===== src/rtl/i2c_rht_target.sv =====
// I2C target emulating an RH/temperature sensor. 16-bit registers sit behind
// a pointer byte; writing pointer 0x00 starts a timed measurement.
module i2c_rht_target #(
  parameter logic [6:0]  I2C_ADDR    = 7'h40,
  parameter int          MEAS_CYCLES = 320000,
  parameter logic [15:0] CFG_RESET   = 16'h1000
) (
  input  logic        clk,
  input  logic        reset_n,
  input  logic        scl_i,
  input  logic        sda_i,
  output logic        sda_oe,
  input  logic [15:0] temp_in,
  input  logic [15:0] hum_in,
  output logic        drdy_n,
  output logic        busy,
  output logic [15:0] config_out
);
  localparam int CW = $clog2(MEAS_CYCLES + 1);

  typedef enum logic [3:0] {
    IDLE, ADDR, ADDR_ACK, PTR, PTR_ACK,
    WDATA, WDATA_ACK, RDATA, RDATA_ACK, IGNORE
  } state_e;

  function automatic logic [15:0] reg_rd(
    input logic [7:0]  a,
    input logic [15:0] t,
    input logic [15:0] h,
    input logic [15:0] c
  );
    case (a)
      8'h00:   reg_rd = t;
      8'h01:   reg_rd = h;
      8'h02:   reg_rd = c;
      default: reg_rd = 16'h0000;
    endcase
  endfunction

  // [0],[1] synchronizer, [2] history
  logic [2:0]    scl_q, scl_d, sda_q, sda_d;
  state_e        state_q, state_d;
  logic [3:0]    cnt_q, cnt_d;
  logic [7:0]    sr_q, sr_d;
  logic          oe_q, oe_d;
  logic          rw_q, rw_d;
  logic [7:0]    ptr_q, ptr_d;
  logic          hi_q, hi_d;
  logic [7:0]    wbuf_q, wbuf_d;
  logic [15:0]   word_q, word_d;
  logic [7:0]    tx_q, tx_d;
  logic [15:0]   cfg_q, cfg_d;
  logic [15:0]   temp_q, temp_d;
  logic [15:0]   hum_q, hum_d;
  logic          busy_q, busy_d;
  logic          drdy_q, drdy_d;
  logic [CW-1:0] mcnt_q, mcnt_d;

  logic        scl_rise, scl_fall, sda_rise, sda_fall;
  logic        start, stop, addr_hit;
  logic [7:0]  ptr_inc;
  logic [15:0] rd_cur, rd_nxt;

  assign scl_rise = scl_q[1] & ~scl_q[2];
  assign scl_fall = ~scl_q[1] & scl_q[2];
  assign sda_rise = sda_q[1] & ~sda_q[2];
  assign sda_fall = ~sda_q[1] & sda_q[2];
  assign start    = scl_q[1] & sda_fall;
  assign stop     = scl_q[1] & sda_rise;
  assign addr_hit = (sr_q[7:1] == I2C_ADDR);
  assign ptr_inc  = ptr_q + 8'd1;
  assign rd_cur   = reg_rd(ptr_q, temp_q, hum_q, cfg_q);
  assign rd_nxt   = reg_rd(ptr_inc, temp_q, hum_q, cfg_q);

  always_comb begin
    scl_d   = {scl_q[1:0], scl_i};
    sda_d   = {sda_q[1:0], sda_i};
    state_d = state_q;
    cnt_d   = cnt_q;
    sr_d    = sr_q;
    oe_d    = oe_q;
    rw_d    = rw_q;
    ptr_d   = ptr_q;
    hi_d    = hi_q;
    wbuf_d  = wbuf_q;
    word_d  = word_q;
    tx_d    = tx_q;
    cfg_d   = cfg_q;
    temp_d  = temp_q;
    hum_d   = hum_q;
    busy_d  = busy_q;
    drdy_d  = drdy_q;
    mcnt_d  = mcnt_q;

    if (busy_q) begin
      mcnt_d = mcnt_q - CW'(1);
      if (mcnt_q == CW'(1)) begin
        temp_d = temp_in;
        hum_d  = hum_in;
        busy_d = 1'b0;
        drdy_d = 1'b0;
      end
    end

    if (stop) begin
      state_d = IDLE;
      oe_d    = 1'b0;
    end else if (start) begin
      state_d = ADDR;
      cnt_d   = 4'd0;
      oe_d    = 1'b0;
    end else begin
      if (scl_rise) begin
        sr_d  = {sr_q[6:0], sda_q[1]};
        cnt_d = cnt_q + 4'd1;
      end
      if (scl_fall) begin
        case (state_q)
          ADDR: if (cnt_q == 4'd8) begin
            cnt_d = 4'd0;
            rw_d  = sr_q[0];
            if (addr_hit) drdy_d = 1'b1;
            if (addr_hit && !(sr_q[0] && busy_q)) begin
              state_d = ADDR_ACK;
              oe_d    = 1'b1;
            end else begin
              state_d = IGNORE;
              oe_d    = 1'b0;
            end
          end
          ADDR_ACK: begin
            cnt_d = 4'd0;
            if (rw_q) begin
              state_d = RDATA;
              word_d  = rd_cur;
              tx_d    = rd_cur[15:8];
              hi_d    = 1'b1;
              oe_d    = ~rd_cur[15];
            end else begin
              state_d = PTR;
              oe_d    = 1'b0;
            end
          end
          PTR: if (cnt_q == 4'd8) begin
            cnt_d   = 4'd0;
            ptr_d   = sr_q;
            state_d = PTR_ACK;
            oe_d    = 1'b1;
            if (sr_q == 8'h00) begin
              mcnt_d = CW'(MEAS_CYCLES);
              busy_d = 1'b1;
              drdy_d = 1'b1;
            end
          end
          PTR_ACK, WDATA_ACK: begin
            cnt_d   = 4'd0;
            state_d = WDATA;
            oe_d    = 1'b0;
            if (state_q == PTR_ACK) hi_d = 1'b0;
          end
          WDATA: if (cnt_q == 4'd8) begin
            cnt_d   = 4'd0;
            state_d = WDATA_ACK;
            oe_d    = 1'b1;
            if (!hi_q) begin
              wbuf_d = sr_q;
              hi_d   = 1'b1;
            end else begin
              if (ptr_q == 8'h02) cfg_d = {wbuf_q, sr_q};
              ptr_d = ptr_inc;
              hi_d  = 1'b0;
            end
          end
          RDATA: begin
            if (cnt_q == 4'd8) begin
              cnt_d   = 4'd0;
              state_d = RDATA_ACK;
              oe_d    = 1'b0;
            end else begin
              oe_d = ~tx_q[3'd7 - cnt_q[2:0]];
            end
          end
          RDATA_ACK: begin
            cnt_d = 4'd0;
            // sr_q[0] holds the master's acknowledge bit
            if (sr_q[0]) begin
              state_d = IGNORE;
              oe_d    = 1'b0;
            end else if (hi_q) begin
              state_d = RDATA;
              tx_d    = word_q[7:0];
              hi_d    = 1'b0;
              oe_d    = ~word_q[7];
            end else begin
              state_d = RDATA;
              ptr_d   = ptr_inc;
              word_d  = rd_nxt;
              tx_d    = rd_nxt[15:8];
              hi_d    = 1'b1;
              oe_d    = ~rd_nxt[15];
            end
          end
          default: oe_d = 1'b0;
        endcase
      end
    end
  end

  always_ff @(posedge clk or negedge reset_n) begin
    if (!reset_n) begin
      scl_q   <= '1;
      sda_q   <= '1;
      state_q <= IDLE;
      cnt_q   <= '0;
      sr_q    <= '0;
      oe_q    <= 1'b0;
      rw_q    <= 1'b0;
      ptr_q   <= '0;
      hi_q    <= 1'b0;
      wbuf_q  <= '0;
      word_q  <= '0;
      tx_q    <= '0;
      cfg_q   <= CFG_RESET;
      temp_q  <= '0;
      hum_q   <= '0;
      busy_q  <= 1'b0;
      drdy_q  <= 1'b1;
      mcnt_q  <= '0;
    end else begin
      scl_q   <= scl_d;
      sda_q   <= sda_d;
      state_q <= state_d;
      cnt_q   <= cnt_d;
      sr_q    <= sr_d;
      oe_q    <= oe_d;
      rw_q    <= rw_d;
      ptr_q   <= ptr_d;
      hi_q    <= hi_d;
      wbuf_q  <= wbuf_d;
      word_q  <= word_d;
      tx_q    <= tx_d;
      cfg_q   <= cfg_d;
      temp_q  <= temp_d;
      hum_q   <= hum_d;
      busy_q  <= busy_d;
      drdy_q  <= drdy_d;
      mcnt_q  <= mcnt_d;
    end
  end

  assign sda_oe     = oe_q;
  assign drdy_n     = drdy_q;
  assign busy       = busy_q;
  assign config_out = cfg_q;
endmodule

===== config.mk =====
export PLATFORM = sky130hd
export DESIGN_NAME = i2c_rht_target
export DESIGN_NICKNAME = d
export VERILOG_FILES = /design/src/rtl/i2c_rht_target.sv
export SDC_FILE = /design/constraint.sdc
export NUM_CORES = 1
export LEC_CHECK = 0
export BUFFER_PORTS_ARGS = -buffer_cell sky130_fd_sc_hd__buf_2
export CORE_UTILIZATION = 60
export CTS_CLUSTER_SIZE = 12
export DETAILED_ROUTE_END_ITERATION = 6
export GPL_ROUTABILITY_DRIVEN = 1
export PLACE_DENSITY = 0.83
export SYNTH_ARGS = -nofsm -noshare
export SYNTH_HDL_FRONTEND = slang
export SYNTH_SLANG_ARGS = --single-unit
export TNS_END_PERCENT = 30

===== constraint.sdc =====
create_clock -name clk -period 3.2 [get_ports clk]
set_input_delay 0.16 -clock clk [delete_from_list [all_inputs] [get_ports clk]]
set_output_delay 0.16 -clock clk [all_outputs]
set_load 0.05 [all_outputs]

==> flow_metrics.tcl, run 1 <==
set metrics [dict create \
    grt_max_degree 74 \
    gp_congestion 0.907 \
    wl_per_cell_microns 20.7 \
    dr.pass1.iters 7 \
    synth-edff-count 0 \
    power.leakage_nw 3.69 \
    r2r_start "cnt_q[0]" \
    synth_top_area_cell "dfrtp_1" \
    tightest_slew_ns 1.00 \
    gr-total-overflow 0 \
    crit_chain "inv_1 -> ha_1 -> nand3b_1 -> nor3_2 -> nand2_1 -> or4_1 -> mux2_1" \
    syn_area_sq_um 6700 \
    die_h_microns 108 \
    fin_nets 744 \
    cp-start-kind "flip-flop" \
    portBuffers 54 \
    insertedDiodeCount 0 \
    use_met3_pct 9.14 \
    antenna_found_initial 0 \
    critPathKind "flip-flop to flip-flop" \
    async_flop_share_pct 100 \
    hp-class "primary input to async pin" \
    rows 38 \
    ant_nets 0 \
    cts_root_buffer "clkbuf_8" \
    clkSlewWorstSetupHoldPaths_ns 0.06 \
    routed_wl_microns 17600 \
    final_max_slew_viol_count 0 \
    final-hold-violation-count 0 \
    synthMuxAreaShare_pct 13.5 \
    vias 5592 \
    top_usage_layer "met2" \
    path_buf_inv 1 \
    yosys.area_share.simple_pct 13.9 \
    postCtsSetupBuffers 0 \
    area_growth_pct 20.3 \
    layout_setup_ws_ns 0.367 \
    cp_slowest_stage_delay_ns 0.90 \
    post-route-min-period_ns 2.83 \
    crit_path_start "cnt_q[0]" \
    synth.top_cells.by_count "118 x dfrtp_1, 54 x nand2_1, 37 x nor2_1, 37 x o21ai_0, 30 x clkbuf_1" \
    clock_skew_ns 0.00909 \
    initialDrtViolationCount 798 \
    cts_buffers 17 \
    grt_pass1_wl_microns 28700 \
    grt_pass1_vias 5598 \
    powerDensity_nw_per_um2 530 \
    clock_path_buffers 2 \
    synth_compound_area_share_pct 17.2 \
    yosys.cell_count.top_type "dfrtp_1" \
    dpl_worst_slack_ns 0.402 \
    synth.net_count 667 \
    cts_sinks 126 \
    cts_tree "yes" \
    drv_cap 0 \
    end_kind "flip-flop" \
    synth_xor_area_share_pct 3.01 \
    rsz0062_at_grt "no" \
    hpwl_microns 11400 \
    yosysWarnings 0 \
    synth.top_cell.area_share_pct 44.1 \
    fmax_mhz 353 \
    syn_inst 623 \
    avgViaCountPerCell 6.56 \
    htreeDepth 4 \
    nFillCells 711 \
    ys.flop_type "dfrtp_1" \
    layout-drive-gt1-share_pct 25.0 \
    required_ns 3.62 \
    synth-seq-area-share_pct 47.2 \
    setup_viol 0 \
    synth_adder_area_share_pct 1.49 \
    synth_top_family_by_area "compound AO/OA/AOI/OAI gates" \
    outcome "complete, no violations" \
    slew_headroom_pct 33.4 \
    syn_area_per_cell_sq_um 10.7 \
    die-area_sq_um 11600 \
    critPathSlowestCell "or4_1" \
    use_met1_pct 41.9 \
    synth_cell_types 66 \
    die_w_microns 108 \
    post-route-period-util_pct 88.5 \
    vdd_ir_drop_max_uv 448 \
    initial_core_util_pct 61.8 \
    clkLatencyLatePin_ns 0.55 \
    crit_family "simple AND/OR/NAND/NOR gates" \
    grtUsageTotal_pct 33.2 \
    grt_use_met2_pct 51.4 \
    ys_seq_elements 126 \
    fin_setup_tns_ns 0 \
    core_area_sq_um 10800 \
    ios 55 \
    cp_max_fo 16 \
    drc_errors 0 \
    arrival_ns 3.25 \
    synth_area_leaders "dfrtp_1 44%, mux2_4 6.5%, mux2_2 4.4%" \
]
[routing by layer]
metal | routed length [microns] | vias up
li1 | - | 2491
met1 | 7020 | 2708
met2 | 8440 | 330
met3 | 1450 | 63
met4 | 731 | 0
met5 | 0 | -
[placed cells by master (no fill, tap or decap), types with 6 or more instances in the layout]
master | netlist | layout
nand3_1 | 11 | 11
nor3_1 | 15 | 15
mux2_4 | 29 | 29
xnor2_1 | 10 | 10
clkbuf_16 | 0 | 16
nand3b_1 | 7 | 7
nor4_1 | 9 | 8
dfstp_2 | 8 | 8
nor2_1 | 37 | 37
o21ai_1 | 6 | 6
a222oi_1 | 24 | 24
xor2_1 | 13 | 13
mux2_1 | 10 | 10
dfrtp_1 | 118 | 118
a31oi_1 | 12 | 12
mux2_2 | 26 | 26
o211ai_1 | 8 | 8
a2bb2oi_1 | 8 | 8
buf_2 | 7 | 53
nand2b_1 | 6 | 6
o21ai_0 | 37 | 37
inv_1 | 11 | 11
buf_4 | 0 | 13
dlygate4sd3_1 | 0 | 35
nand2_1 | 54 | 54
ha_1 | 8 | 8
a21oi_1 | 26 | 26
[stage by stage]
stage	instances	hold WS (ns)	cell area, sq um	utilization [%]	total power [mW]
3_3_place_gp	786	0.234	7060	65.1	2.11
2_1_floorplan	623	-0.136	6700	-	1.98
6_report	853	0.214	8060	74.3	4.27
4_1_cts	853	0.213	8060	74.3	4.28
3_5_place_dp	786	0.242	7060	65.1	2.13
5_1_grt	853	0.257	8060	74.3	4.41
[repair_timing]
action	in CTS	in global routing
hold buffers	35	0
endpoints found under the hold margin	85	0
gates resized for setup	0	0
[worst reg2reg max path, cell delays in order, from the launching register on]
cell and delay (ns):
dfrtp_1 0.46, inv_1 0.12, ha_1 0.16, nand3b_1 0.23, nor3_2 0.25, nand2_1 0.12, or4_1 0.90, mux2_1 0.47
[kinds of logic (layout without fill, tap and decap cells)]
| group | after synthesis | in the layout |
|---|---|---|
| XOR/XNOR | 23 | 23 |
| AO/OA/AOI/OAI | 164 | 164 |
| AND/OR/NAND/NOR | 178 | 178 |
| multiplexers | 69 | 69 |
| buffers and inverters | 55 | 145 |
| adder cells (fa/ha/maj) | 8 | 8 |
| flip-flops | 126 | 126 |
[where the power goes]
group / switching [mW] / total [mW] / internal (mW) / leakage, nW
Combinational: 0.157 / 0.336 / 0.178 / 1.75
Sequential: 0.148 / 1.82 / 1.67 / 1.64
Clock: 0.730 / 2.12 / 1.39 / 0.303
Total: 1.04 / 4.27 / 3.23 / 3.69
[state kept, by name, summed over array words and instances, names as in the netlist, 3 cells and up]
name / count
scl_q: 3
cnt_q: 4
word_q: 8
config_out: 16
tx_q: 8
ptr_q: 8
sda_q: 3
temp_q: 16
state_q: 4
mcnt_q: 19
sr_q: 8
wbuf_q: 8
hum_q: 16
[cell type report]
class / instances / area (sq um) / share of cell area, %
Multi-Input combinational cell: 442 / 3290 / 40.9
Sequential cell: 126 / 3160 / 39.2
Timing Repair Buffer: 102 / 733 / 9.10
Clock buffer: 19 / 442 / 5.48
Clock inverter: 13 / 210 / 2.61
Tap cell: 140 / 175 / 2.17
Inverter: 11 / 41.3 / 0.512
[worst paths after layout]
kind | end | cells after the start | slack, ns
setup / recovery | config_out[5] | 7 | 0.37
hold / removal | sr_q[0] | 2 | 0.21
setup reg to reg | config_out[5] | 7 | 0.37
hold reg to reg | sda_q[1] | 0 | 0.36
max in group asynchronous | config_out[12] | 3 | 2.14
min in group clk | scl_q[0] | 2 | 0.28
Power figures use the tool's default switching activity.
==> inputs of run 2 (changes only) <==
--- a/config.mk
+++ b/config.mk
@@ -6,6 +6,7 @@
 export NUM_CORES = 1
 export LEC_CHECK = 0
 export BUFFER_PORTS_ARGS = -buffer_cell sky130_fd_sc_hd__buf_2
+export CORE_ASPECT_RATIO = 2
 export CORE_UTILIZATION = 60
 export CTS_CLUSTER_SIZE = 12
 export DETAILED_ROUTE_END_ITERATION = 6
==> run 2 against run 1 <==
Against the previous run: the run now ends with design-rule violations left; flip-flop and latch count stayed put; global-route usage is 2.5 points higher; worst setup slack worse by 0.041 ns; fmax is 1.4% lower; critical path type unchanged; critical endpoint is now config_out[7]; largest cell class unchanged; highest routed layer unchanged.
==> flow_metrics.tcl, run 2 (synthesis gave the netlist of run 1 again) <==
set metrics [dict create \
    outcome "finished, violations left" \
    violations "design-rule violations" \
    cp-start-kind "flip-flop" \
    final-hold-violation-count 0 \
    cts_root_buffer "clkbuf_16" \
    power.leakage_nw 3.68 \
    wl_per_cell_microns 22.9 \
    required_ns 3.50 \
    grtUsageTotal_pct 35.7 \
    slew_headroom_pct 37.2 \
    die_h_microns 151 \
    arrival_ns 3.17 \
    initial_core_util_pct 61.6 \
    grt_max_degree 127 \
    nFillCells 707 \
    dpl.cell_count 789 \
    end_kind "flip-flop" \
    drv_cap 0 \
    final_common_cell "dfrtp_1" \
    final_max_slew_viol_count 0 \
    clock_skew_ns 0.00944 \
    cts_resized 0 \
    fin_nets 746 \
    cp_slowest_stage_delay_ns 0.90 \
    drc_errors 9 \
    largest_reg_flops 19 \
    setup_viol 0 \
    avgViaCountPerCell 6.80 \
    ios 55 \
    hp-class "primary input to flip-flop" \
    dr.pass1.iters 7 \
    tightest_slew_ns 0.935 \
    top_register "mcnt_q" \
    layout-drive-gt1-share_pct 25.3 \
    gp_congestion 0.919 \
    cp_max_fo 16 \
    post-route-min-period_ns 2.87 \
    vdd_ir_drop_max_uv 660 \
    clkSlewWorstSetupHoldPaths_ns 0.06 \
    die_w_microns 76.7 \
    vias 5816 \
    clkLatencyLatePin_ns 0.42 \
    rsz0062_at_grt "no" \
    area_growth_pct 19.4 \
    grt_pass1_wl_microns 30900 \
    fin_cells 855 \
    rows 54 \
    gr-total-overflow 0 \
    cts_buffers 17 \
    fmax_mhz 348 \
    cts_tree "yes" \
    crit_family "simple AND/OR/NAND/NOR gates" \
    routed_wl_microns 19600 \
    powerDensity_nw_per_um2 506 \
    fin_setup_tns_ns 0 \
    initialDrtViolationCount 768 \
    core_area_sq_um 10900 \
    htreeDepth 4 \
    crit_chain "inv_1 -> ha_1 -> nand3b_1 -> nor3_2 -> nand2_1 -> or4_1 -> mux2_1" \
    grt_pass1_vias 5952 \
    clock_path_buffers 2 \
    ant_nets 0 \
    p_total_mw 4.05 \
    cts_sinks 126 \
    die-area_sq_um 11600 \
    portBuffers 54 \
    path_buf_inv 1 \
    insertedDiodeCount 0 \
    post-route-period-util_pct 89.8 \
    most-common-layout-cells "118 x dfrtp_1, 54 x nand2_1, 53 x buf_2" \
    antenna_found_initial 0 \
    hpwl_microns 12800 \
    critPathSlowestCell "or4_1" \
    critPathKind "flip-flop to flip-flop" \
]
-- run 2: changes by cell type in the layout (fill, tap and decap cells not counted), sizes merged --
cell,before,now
buf,67,70
bufinv,5,1
clkbuf,19,17
clkinv,2,4
clkinvlp,5,2
dlygate4sd3,35,34
inv,12,19
-- run 2: final timing paths --
check,slack (ns),to,start,depth (start not counted)
worst max-delay path,0.33,config_out[7],cnt_q[0],7
worst min-delay path,0.006,temp_q[11],temp_in[11],2
worst max register to register,0.33,config_out[7],cnt_q[0],7
worst min register to register,0.36,scl_q[1],scl_q[0],0
max in group asynchronous,2.30,mcnt_q[0],reset_n,3
min in group asynchronous,0.37,cnt_q[3],reset_n,3
-- run 2: area by class of cell --
class	count	area (sq um)	area share, %
tap	140	175	2.19
sequential	126	3160	39.6
clock buffer	17	425	5.32
multi-input combinational	442	3290	41.2
inverter	11	41.3	0.517
timing repair buffer	104	746	9.33
clock inverter	15	149	1.86
-- run 2: repair_timing --
action                                  in CTS  in global routing
buffers inserted                             0                  0
endpoints found under the setup margin       0                  0
hold buffers                                34                  0
hold endpoints to repair                   151                  0
-- run 2: stage by stage --
stage	worst slack [ns]	utilization, %	area (sq um)	hold WS [ns]
detailed placement	0.380	65.1	7080	0.266
floorplan	0.829	-	6700	-0.136
global route	0.216	73.5	7990	0.00430
CTS	0.360	73.5	7990	0.00824
global placement	0.477	65.1	7080	0.265
finish	0.327	73.5	7990	0.00565
-- run 2: report_power, final --
group	internal [mW]	total, mW	switching (mW)
Sequential	1.67	1.80	0.132
Combinational	0.181	0.360	0.178
Clock	1.09	1.89	0.797
Total	2.94	4.05	1.11
-- run 2: layer usage --
layer | track usage (%) | vias up | wire [microns]
li1 | - | 2494 | -
met1 | 35.7 | 2784 | 6370
met2 | 63.9 | 399 | 10300
met3 | 7.05 | 139 | 1300
met4 | 28.1 | 0 | 1650
met5 | 0 | - | 0
-- run 2: worst register-to-register path: stages, from the launching register on --
cell and delay [ns]:
dfrtp_1 0.46, inv_1 0.12, ha_1 0.15, nand3b_1 0.23, nor3_2 0.32, nand2_1 0.14, or4_1 0.90, mux2_1 0.45
